**config.mk**
```make
export PLATFORM = sky130hd
export DESIGN_NAME = l2_nway_control
export DESIGN_NICKNAME = d
export VERILOG_FILES = /design/src/rtl/l2_nway_control_pkg.sv /design/src/rtl/l2_nway_control_plru.sv /design/src/rtl/l2_nway_control.sv
export SDC_FILE = /design/constraint.sdc
export NUM_CORES = 1
export LEC_CHECK = 0
export ABC_AREA = 1
export CAP_MARGIN = 10
export CORE_MARGIN = 8
export CORE_UTILIZATION = 30
export DETAILED_ROUTE_END_ITERATION = 16
export REMOVE_ABC_BUFFERS = 1
export SLEW_MARGIN = 15
export SYNTH_ARGS = -nofsm -noshare
export SYNTH_HDL_FRONTEND = slang
export SYNTH_HIERARCHICAL = 1
export SYNTH_SLANG_ARGS = --single-unit
```
**constraint.sdc**
```tcl
create_clock -name clk -period 5.9 [get_ports clk]
set_input_delay 1.475 -clock clk [delete_from_list [all_inputs] [get_ports clk]]
set_output_delay 1.475 -clock clk [all_outputs]
set_load 0.005 [all_outputs]
```
**src/rtl/l2_nway_control_pkg.sv**
```systemverilog
// l2_nway_control_pkg: shared types and helpers for the N-way L2 cache controller.
package l2_nway_control_pkg;

    typedef enum logic [2:0] {CHECK, WB, FILL, FL_SCAN, FL_WB} lc3b_l2_cstate;

    localparam int lc3b_l2_ways = 4;

    function automatic int lowest_one(input logic [63:0] v);
        lowest_one = 0;
        for (int i = 63; i >= 0; i--)
            if (v[i]) lowest_one = i;
    endfunction

endpackage

```
**src/rtl/l2_nway_control_plru.sv**
```systemverilog
// l2_plru_tree: tree pseudo-LRU victim selection and access update for one set.
module l2_plru_tree #(
    parameter int WAYS = 4,
    localparam int WAY_W = $clog2(WAYS)
) (
    input  logic [WAYS-2:0]  bits,
    input  logic [WAY_W-1:0] way,
    output logic [WAY_W-1:0] victim,
    output logic [WAYS-2:0]  next_bits
);

    // Nodes are heap-ordered: node i has children 2i+1 and 2i+2, leaves follow the last node.
    logic [WAYS-1:0] ext, nb;
    logic [WAY_W:0]  n, m, p;

    always_comb begin
        ext = {1'b0, bits};
        n = '0;
        for (int l = 0; l < WAY_W; l++)
            n = {n[WAY_W-1:0], 1'b1} + (WAY_W+1)'(ext[n[WAY_W-1:0]]);
        victim = WAY_W'(n - (WAY_W+1)'(WAYS-1));
        nb = ext;
        m = {1'b0, way} + (WAY_W+1)'(WAYS-1);
        p = '0;
        for (int l = 0; l < WAY_W; l++) begin
            p = (m - (WAY_W+1)'(1)) >> 1;
            nb[p[WAY_W-1:0]] = m[0];
            m = p;
        end
        next_bits = nb[WAYS-2:0];
    end

endmodule

```
**src/rtl/l2_nway_control.sv**
```systemverilog
// l2_nway_control: set-associative L2 controller with tree PLRU, dirty write-back and flush.
module l2_nway_control
    import l2_nway_control_pkg::*;
#(
    parameter int WAYS = lc3b_l2_ways,
    parameter int SETS = 16,
    localparam int IDX_W = $clog2(SETS),
    localparam int WAY_W = $clog2(WAYS)
) (
    input  logic             clk,
    input  logic             rst,
    input  logic             mem_read,
    input  logic             mem_write,
    input  logic [IDX_W-1:0] mem_index,
    output logic             mem_resp,
    input  logic             flush_req,
    output logic             flush_done,
    input  logic [WAYS-1:0]  way_hit,
    input  logic [WAYS-1:0]  way_valid,
    input  logic [WAYS-1:0]  way_dirty,
    output logic [IDX_W-1:0] array_index,
    output logic [WAYS-1:0]  load_td,
    output logic [WAYS-1:0]  load_valid,
    output logic [WAYS-1:0]  load_dirty,
    output logic             valid_in,
    output logic             dirty_in,
    output logic             datain_sel,
    output logic             pmem_addr_sel,
    output logic [WAY_W-1:0] sel_way,
    output logic             pmem_read,
    output logic             pmem_write,
    input  logic             pmem_resp
);

    lc3b_l2_cstate    state, next;
    logic [WAYS-2:0]  plru [SETS];
    logic [WAYS-2:0]  plru_next;
    logic [IDX_W-1:0] cnt;
    logic [WAY_W-1:0] vic, vic_d, hit_way, inv_way, dv_way, tree_vic, miss_vic;
    logic [WAYS-1:0]  hit_oh, vic_oh;
    logic             req, hit, plru_we, vic_we, cnt_clr, cnt_inc;

    assign req      = mem_read | mem_write;
    assign hit      = |way_hit;
    assign hit_way  = WAY_W'(lowest_one(64'(way_hit)));
    assign inv_way  = WAY_W'(lowest_one(64'(~way_valid)));
    assign dv_way   = WAY_W'(lowest_one(64'(way_valid & way_dirty)));
    assign miss_vic = (&way_valid) ? tree_vic : inv_way;
    assign hit_oh   = WAYS'(1) << hit_way;
    assign vic_oh   = WAYS'(1) << vic;

    l2_plru_tree #(.WAYS(WAYS)) u_plru (
        .bits(plru[mem_index]),
        .way(hit_way),
        .victim(tree_vic),
        .next_bits(plru_next)
    );

    always_comb begin
        next = state;
        mem_resp = 1'b0;
        flush_done = 1'b0;
        array_index = mem_index;
        load_td = '0;
        load_valid = '0;
        load_dirty = '0;
        valid_in = 1'b0;
        dirty_in = 1'b0;
        datain_sel = 1'b0;
        pmem_addr_sel = 1'b0;
        sel_way = '0;
        pmem_read = 1'b0;
        pmem_write = 1'b0;
        plru_we = 1'b0;
        vic_we = 1'b0;
        vic_d = miss_vic;
        cnt_clr = 1'b0;
        cnt_inc = 1'b0;
        case (state)
            CHECK: begin
                if (req && hit) begin
                    mem_resp = 1'b1;
                    sel_way = hit_way;
                    plru_we = 1'b1;
                    load_td = mem_write ? hit_oh : '0;
                    load_dirty = mem_write ? hit_oh : '0;
                    dirty_in = mem_write;
                end else if (req) begin
                    vic_we = 1'b1;
                    next = (way_valid[miss_vic] && way_dirty[miss_vic]) ? WB : FILL;
                end else if (flush_req) begin
                    cnt_clr = 1'b1;
                    next = FL_SCAN;
                end
            end
            WB: begin
                pmem_write = 1'b1;
                pmem_addr_sel = 1'b1;
                sel_way = vic;
                next = pmem_resp ? FILL : WB;
            end
            FILL: begin
                pmem_read = 1'b1;
                datain_sel = 1'b1;
                sel_way = vic;
                if (pmem_resp) begin
                    load_td = vic_oh;
                    load_valid = vic_oh;
                    load_dirty = vic_oh;
                    valid_in = 1'b1;
                    next = CHECK;
                end
            end
            FL_SCAN: begin
                array_index = cnt;
                if (|(way_valid & way_dirty)) begin
                    vic_we = 1'b1;
                    vic_d = dv_way;
                    next = FL_WB;
                end else if (cnt == IDX_W'(SETS-1)) begin
                    flush_done = 1'b1;
                    next = CHECK;
                end else begin
                    cnt_inc = 1'b1;
                end
            end
            FL_WB: begin
                array_index = cnt;
                pmem_write = 1'b1;
                pmem_addr_sel = 1'b1;
                sel_way = vic;
                load_dirty = pmem_resp ? vic_oh : '0;
                next = pmem_resp ? FL_SCAN : FL_WB;
            end
            default: next = CHECK;
        endcase
    end

    always_ff @(posedge clk or posedge rst) begin
        if (rst) begin
            state <= CHECK;
            cnt <= '0;
            vic <= '0;
            for (int s = 0; s < SETS; s++)
                plru[s] <= '0;
        end else begin
            state <= next;
            if (cnt_clr)
                cnt <= '0;
            else if (cnt_inc)
                cnt <= cnt + 1'b1;
            if (vic_we)
                vic <= vic_d;
            if (plru_we)
                plru[mem_index] <= plru_next;
        end
    end

endmodule

```
# Word-level counts from Yosys, hierarchy flattened
# Cells that the tools add are included.
# classes
add_sub_neg,7
mux,196
magnitude_cmp,8
bitwise,5
n_eq_ne,9
shift,2
reduce_logical,15
# ops
op,count
2-bit 2-to-1 mux,138
4-bit inverter with 64-bit output,1
48-bit bitwise mux,1
3-bit 2-to-1 mux,10
4-bit 2-to-1 mux,7
1-bit 2-to-1 mux,26
4-bit one-hot mux with 2 select lines,2
3-bit one-hot mux with 5 select lines,1
3-bit binary-select mux with 4-bit select,1
3-bit demux with 4-bit select,1
2-bit by 3-bit less-than comparator with 1-bit output (second input constant),4
4-bit AND,2
4-bit bitwise mux,2
4-bit AND reduction,2
4-bit OR reduction,2
1-bit by 2-bit << shifter with 4-bit output (first input constant),2
1-bit binary-select mux with 2-bit select,3
3-bit by 2-bit == test with 1-bit output (second input constant),2
3-bit != test (second input constant),2
2-bit OR reduction,3
5-bit greater-or-equal comparator (second input constant),1
1-bit logical AND,5
5-bit by 1-bit less-than comparator with 1-bit output (second input constant),1
4-bit inverter with 5-bit output,1
other kinds (19),22
# totals
ff_bits,57
out_inout_bits,26
input_bits,22

# Logic depth before layout (Yosys ltp)
# logic_depth
ltp_word,73
depth_mapped,21

# Modules after synthesis
# Netlist, hierarchy kept.
# by_module_without_submodules
mod,n_inst,area_per_inst_um2,cells_per_inst
l2_nway_control,1,3096.7,413
l2_plru_tree,1,140.1,26

# Least setup slack after synthesis
# Ideal clock, no wire load.
# synth_path
path_kind,input to output
startpoint,input way_hit[3]
endpoint,output sel_way[0]
path_slack_ns,2.190
t_arrival_ns,2.235
stages,6
cell_sequence,inv_1 -> nor2_1 -> nor2_1 -> nor2_1 -> inv_1 -> o22ai_1
# synth_via
elab_chain_len,6
word_cells_on_any_way,8
cone_classes,6 x mux; 2 x reduce/logical
# synth_lines
item,line,source
from (decl),l2_nway_control.sv:18,"input logic [WAYS-1:0] way_hit,"
2-bit 2-to-1 mux (4 in a row),l2_nway_control_pkg.sv:11,if (v[i]) lowest_one = i;
net hit_way[0],l2_nway_control.sv:39,"logic [WAY_W-1:0] vic, vic_d, hit_way, inv_way, dv_way, tree_vic, miss_vic;"
2-bit 2-to-1 mux,l2_nway_control.sv:81,if (req && hit) begin
2-bit one-hot mux with 2 select lines,l2_nway_control.sv:79,case (state)
to (decl),l2_nway_control.sv:29,"output logic [WAY_W-1:0] sel_way,"
# The timed path passes the listed nets, and every way through them passes these cells.

# Worst setup path in the final report
# layout_path
startpoint,input mem_write
endpoint,output load_td[2]
# layout_via
elab_chain_len,4
word_cells_on_any_way,5
cone_classes,3 x mux; 1 x bitwise; 1 x reduce/logical
# layout_lines
item,line,source
from (decl),l2_nway_control.sv:13,"input logic mem_write,"
1-bit OR,l2_nway_control.sv:43,assign req = mem_read | mem_write;
1-bit logical AND,l2_nway_control.sv:81,
4-bit 2-to-1 mux (*),l2_nway_control.sv:81,
4-bit one-hot mux with 2 select lines (*),l2_nway_control.sv:79,
to (decl),l2_nway_control.sv:22,"output logic [WAYS-1:0] load_td,"
# Mark *: on every way between the ends. The rest lies on a longest branch, timed or not.

==> flow_metrics.tcl <==
set metrics [dict create \
    coreArea_um2 10700 \
    async_flop_share_pct 100 \
    yosysWarnings 6 \
    max_stage_delay_ns 0.55 \
    maxCapViolCount 0 \
    netlist_area_um2 3240 \
    drv_slew 0 \
    worstSetupEndpointType "output pin" \
    numPortBuffers 47 \
    fin_crit_sh_pct 83.1 \
    cts_hold_buf 0 \
    die_y_um 120 \
    status "finished, final reports clean" \
    required_ns 4.43 \
    syn_avg_cell_area_um2 7.37 \
    fp-row-count 38 \
    grt_use_total_pct 12.5 \
    path_cells "clkdlybuf4s50_1 -> nor2_1 -> nor2_4 -> nand2_4 -> nor2_1 -> nand3_1 -> o21ai_0 -> clkdlybuf4s50_1" \
    dp_slack_ns 1.02 \
    netSwitchingFraction_pct 35.8 \
    antenna_found_initial 0 \
    cp_num_buf_inv 2 \
    worstSetupPathType "input pin to output pin" \
    arrival_ns 3.43 \
    cts_root_buf "clkbuf_8" \
    vias 3129 \
    skew_ns 0.00954 \
    fin_setup_tns_ns 0 \
    grt_max_degree 58 \
    holdCritPathClass "flip-flop to flip-flop" \
    power_density_nw_per_um2 409 \
    drt_first_pass_iters 5 \
    numCtsBuffers 9 \
    cp_top_family "buffers and inverters" \
    yosysSeqAreaShare_pct 44.1 \
    crit_path_top_delay_cell "clkdlybuf4s50_1" \
    combinationalPowerShare_pct 35.4 \
    cts.path.max_buffers 2 \
    drt_iter0_markers 238 \
    tightest_slew_ns 0.799 \
    n_fill_cell 1123 \
    intPower_mw 1.07 \
    power_switching_mw 0.596 \
    synth_cells 439 \
    drc 0 \
    clock_latency_ns 0.34 \
    synth_top_flop_cell "dfrtp_1" \
    wl_per_cell_um 14.0 \
    post_cts_buffers 0 \
    grt_pass1_wl_mm 14.8 \
    min_period_ns 4.90 \
    h-tree-depth 3 \
    cts_sinks 57 \
    ir_drop_uv 201 \
    start_util_pct 30.3 \
    ios 48 \
    finalHoldViolations 0 \
    gp_congestion 0.834 \
    overflow 0 \
    clkPwrFrac_pct 26.0 \
    seqPwrFrac_pct 38.6 \
    ant_nets 0 \
    setup_viol 0 \
    cts-resized-gates 0 \
    place_hpwl_mm 6.44 \
    power.leakage_nw 1.83 \
    worst_slack_ns 0.996 \
    maxSlewHeadroom_pct 46.5 \
    drive_above_1_share_pct 6.34 \
    post_synth_num_cell_types 27 \
    die_w_um 120 \
    area_delta_synth_final_pct 25.6 \
    grt_pass1_vias 3053 \
    seq_area_um2 1430 \
    critical_path.max_fanout 8 \
    rsz0062_at_grt "no" \
    synth-seq-cells 57 \
    final_nets 510 \
    viasPerCell 4.97 \
    multi_input_area_um2 1600 \
    fmax_mhz 204 \
    synth-edff-count 0 \
    cts_tree "yes" \
    die-area_um2 14400 \
    n_antenna_cell 0 \
    wl_mm 8.80 \
    path_clk_slew_ns 0.07 \
    cp-start-kind "input pin" \
]
-- layer usage --
metal	vias up	track usage (%)	routed length, µm
met4	0	6.09	185
met5	-	0	0
met2	102	19.4	3970
met1	1454	16.1	4030
met3	17	2.77	621
li1	1556	-	-
-- synth_stat cells (4+ instances only) --
cell / count / area share (%)
nand2_1: 128 / 15
o21ai_0: 71 / 11
dfrtp_1: 57 / 44
nand3_1: 56 / 8.7
inv_1: 36 / 4.2
nor2_1: 27 / 3.1
a22oi_1: 12 / 2.8
clkbuf_1: 9 / 1.0
ha_1: 4 / 1.5
nand4_1: 4 / 0.77
nor3_1: 4 / 0.62
-- worst register-to-register path, cell delays in order, from the launching register on --
cell     delay, ns
dfrtp_1       0.38
a22oi_1       0.26
nand3_1       0.11
nand2_1       0.08
nand4_1       0.19
inv_1         0.13
nand2_1       0.05
nand2_1       0.07
nand2_1       0.09
nand2_1       0.12
nand2_1       0.06
nand3_1       0.10
nand3_1       0.08
nand2_1       0.07
nand2_1       0.06
nand2_1       0.06
nand2_1       0.05
-- sequential cells by signal, indices dropped and copies added (netlist names) --
name,flops
cnt,4
state,3
vic,2
plru,48
-- through the flow --
step | hold WS (ns) | cell area [µm²] | utilization (%) | total power [mW] | cells
floorplan | 0.454 | 3170 | - | 0.985 | 424
global placement | 0.469 | 3830 | 35.8 | 1.22 | 613
detailed placement | 0.474 | 3830 | 35.8 | 1.24 | 613
CTS | 0.491 | 4070 | 38.0 | 1.68 | 629
global route | 0.510 | 4070 | 38.0 | 1.79 | 629
finish | 0.489 | 4070 | 38.0 | 1.66 | 629
-- cell type report --
type / instances / share of cell area, %
Clock buffer: 12 / 4.06
Tap cell: 140 / 4.31
Clock inverter: 4 / 1.82
Sequential cell: 57 / 35.1
Inverter: 38 / 3.51
Multi-Input combinational cell: 329 / 39.3
Timing Repair Buffer: 49 / 11.9
-- cells in the final DEF (no fill, tap or decap), types with 3 or more instances in the layout --
cell,netlist,routed
dfrtp_1,57,57
inv_2,2,3
o21ai_0,71,71
nand4_1,4,4
nor2_1,27,27
nand2_1,128,128
nand3_1,56,56
clkdlybuf4s50_1,0,47
ha_1,4,4
inv_1,36,35
nor3_1,4,4
nor3_4,3,3
a22oi_1,12,12
a21oi_1,3,3
clkbuf_8,0,12
-- final timing paths --
path	startpoint	end	slack, ns	depth (start not counted)
worst min register to register	plru[27]$_DFFE_PP0P_	plru[27]$_DFFE_PP0P_	0.49	2
min in group asynchronous	rst	plru[36]$_DFFE_PP0P_	1.68	3
worst min-delay path	plru[27]$_DFFE_PP0P_	plru[27]$_DFFE_PP0P_	0.49	2
worst max-delay path	mem_write	load_td[2]	1.0	8
max in group asynchronous	rst	plru[21]$_DFFE_PP0P_	3.76	3
worst max register to register	plru[12]$_DFFE_PP0P_	state[0]$_DFFE_PP0P_	3.82	16
-- power groups by stage --
stage                     clock, mW  sequential [mW]  combinational (mW)
after detailed placement          0            0.645               0.595
after floorplan                   0            0.619               0.366
after global placement            0            0.642               0.582
after CTS                     0.440            0.641               0.595
final                         0.432            0.642               0.589
after global routing          0.456            0.664               0.672
-- logic make-up after synthesis --
group / Yosys count / synth area share (%)
and+or+nand+nor: 231 / 31.8
xor gates and xnor gates: 2 / 0.541
DFF: 57 / 44.1
buffers and inverters: 53 / 6.61
AOI/OAI and AO/OA: 92 / 15.5
adders and majority gates: 4 / 1.55
Power figures use the tool's default switching activity.
==> edit (config.mk and constraints unchanged) <==
Reset style: synchronous (`rst`), changed in one clocked block.
--- a/src/rtl/l2_nway_control.sv
+++ b/src/rtl/l2_nway_control.sv
@@ -137,5 +137,5 @@
     end
 
-    always_ff @(posedge clk or posedge rst) begin
+    always_ff @(posedge clk) begin
         if (rst) begin
             state <= CHECK;
Formal check against the unedited RTL: differs if rst is asserted again (counterexample within 4 cycles, from zero or initial values and one cycle with rst high); with rst held inactive, the same outputs for 4 cycles.
==> edit against the unedited design <==
  * Worst hold slack improved by 0.0085 ns
  * Utilization rose by 0.10 points
  * Sequential share of layout area rose by 4.2 points
  * Design area grew 1.6%
  * Worst setup slack improved by 0.066 ns
  * Synthesized area up 2.9%
  * Routed wire length shrank 1.6%
  * Global-route usage fell by 0.58 points
  * First-iteration DRC count decreased by 4.2%
  * Sequential cell count unchanged
  * Synthesized cell count fell by 4.6%
  * Critical path type unchanged
Power is not compared: it rests on default switching activity, and its combinational part moved more than twofold at a synthesized area within 25%.
==> edit: results (changes against the unedited design) <==
{
  "setup_path": {
    "crit-reg2reg-capture": "plru[15][0]",
    "timing.reg2reg.worst_path_depth": {"value": 10, "change": "-6"},
    "critical_path.startpoint": "way_hit[2]",
    "rrSetupSlack": {"value": 3.79, "unit": "ns", "change": "-0.03 ns"},
    "crit-reg2reg-launch": "plru[8][0]",
    "setup.worst_path.end": "load_td[0]",
    "arr_time_crit_path": {"value": 3.36, "unit": "ns", "change": "-0.07 ns"},
    "worst-path-max-fanout": {"value": 5, "change": "-3"}
  },
  "placement": {
    "dp_hpwl": {"value": 6.678, "unit": "mm", "change": "+3.7%"},
    "dpl.cell_count": {"value": 592, "change": "-3.4%"},
    "place_congestion": {"value": 0.8432, "change": "+1.1%"},
    "placedInstanceArea": {"value": 0.003920, "unit": "mm2", "change": "+2.5%"}
  },
  "synth": {
    "postSynth.asyncResetShare": {"value": 0, "change": "-1.000"},
    "post_synth_main_area_contributors": "sky130_fd_sc_hd__edfxtp_1 (43%), sky130_fd_sc_hd__nand2_1 (9.9%), sky130_fd_sc_hd__nor2_1 (8.6%)",
    "ys_types": {"value": 31, "change": "+15%"},
    "yosysSeqAreaShare": {"value": 0.4869, "change": "+0.04619"},
    "synth_top_cells_by_count": "sky130_fd_sc_hd__nand2_1 (88), sky130_fd_sc_hd__nor2_1 (76), sky130_fd_sc_hd__nand3_1 (51), sky130_fd_sc_hd__edfxtp_1 (48), sky130_fd_sc_hd__inv_1 (40)",
    "commonest_register_cell_after_synthesis": "sky130_fd_sc_hd__edfxtp_1",
    "postSynthCellCount": {"value": 419, "change": "-4.6%"},
    "number_of_enable_type_register_cells_in_the_synthesized_netlist": {"value": 48, "change": "+48"}
  },
  "detailed_routing": {
    "drt-initial-drc-count": {"value": 228, "change": "-4.2%"},
    "route.detailed.wl_per_inst": {"value": 14.24, "unit": "um", "change": "+1.8%"},
    "detailroute.via_count": {"value": 2921, "change": "-6.6%"},
    "wirelength": {"value": 8.657, "unit": "mm", "change": "-1.6%"}
  },
  "global_routing": {
    "grt_start_max_net_pins": {"value": 24, "change": "-59%"},
    "grt_first_pass_wirelength": {"value": 13.85, "unit": "mm", "change": "-6.2%"},
    "number_of_global_route_vias_before_repair": {"value": 2791, "change": "-8.6%"},
    "grt_util_all_layers": {"value": 0.1189, "change": "-0.005807"}
  },
  "hold_path": {
    "worst_hold_path_type": "register to register"
  },
  "sta": {
    "slew-limit-headroom": {"value": 0.5086, "change": "+0.04320"},
    "fin_worst_skew": {"value": 0.01016, "unit": "ns", "change": "+0.0006223 ns"}
  },
  "cts": {
    "post_cts.resized_instances": {"value": 0, "change": "unchanged"},
    "cts_post_setup_buffers_inserted": {"value": 0, "change": "unchanged"}
  },
  "cells_and_area": {
    "n_antenna_cell": {"value": 0, "change": "unchanged"},
    "layout-drive-gt1-share": {"value": 0.08761, "change": "+0.02421"},
    "finalNetCount": {"value": 489, "change": "-4.1%"}
  },
  "outcome": {
    "status": "finished clean"
  }
}
==> edit: worst max-delay path, stage by stage <==
cell and delay [ns]:
sky130_fd_sc_hd__clkdlybuf4s50_1 0.51, sky130_fd_sc_hd__nor2_1 0.07, sky130_fd_sc_hd__nand2_1 0.05, sky130_fd_sc_hd__inv_1 0.10
sky130_fd_sc_hd__nor2_8 0.14, sky130_fd_sc_hd__inv_1 0.09, sky130_fd_sc_hd__nor2_2 0.18, sky130_fd_sc_hd__nand3_1 0.12
sky130_fd_sc_hd__o21ai_0 0.10, sky130_fd_sc_hd__clkdlybuf4s50_1 0.53
==> edit: logic make-up after synthesis <==
| logic type | synth area share |
|---|---|
| AOI/OAI and AO/OA | 0.09016 |
| xor gates and xnor gates | 0.002630 |
| adders and majority gates | 0.01503 |
| buffers and inverters | 0.07212 |
| DFF | 0.4869 |
| and+or+nand+nor | 0.3332 |
==> edit: layout make-up <==
class	instances	area, um2
sequential	57	1622
inverter	43	161.4
fill	1143	6710
multi-input combinational	302	1469
clock buffer	10	127.6
timing repair buffer	50	493.0
tap	140	175.2
clock inverter	6	82.58
==> edit: power by group through the flow <==
| stage | registers, mW | logic, mW | clock network (mW) |
|---|---|---|---|
| after floorplan | 0.471 | 0.145 | 0 |
| after global placement | 0.473 | 0.256 | 0 |
| after detailed placement | 0.474 | 0.259 | 0 |
| after CTS | 0.465 | 0.260 | 0.393 |
| after global routing | 0.467 | 0.284 | 0.411 |
| final | 0.465 | 0.257 | 0.390 |
==> edit: how the worst min path moves through the flow <==
stage | endpoint | start | depth (start not counted) | slack (ns)
after global placement | cnt[2] | cnt[2] | 2 | 0.48
after detailed placement | cnt[2] | cnt[2] | 2 | 0.48
after global routing | cnt[0] | cnt[0] | 1 | 0.52
after CTS | cnt[2] | cnt[2] | 2 | 0.49
after floorplan | cnt[2] | cnt[2] | 2 | 0.45
final | cnt[0] | cnt[0] | 1 | 0.50
==> edit: layer usage <==
metal | global-route usage | share of wire
met1 | 0.1437 | 0.45
met2 | 0.2095 | 0.51
met3 | 0.01768 | 0.023
met4 | 0.04163 | 0.015
met5 | 0 | 0
==> edit: through the flow <==
step,setup slack [ns],power (mW),hold WS (ns),utilization
floorplan,2.179,0.6160,0.4503,-
global placement,1.102,0.7295,0.4762,0.3616
detailed placement,1.061,0.7331,0.4829,0.3616
CTS,1.058,1.118,0.4945,0.3810
global route,0.9237,1.163,0.5239,0.3810
finish,1.062,1.112,0.4973,0.3810
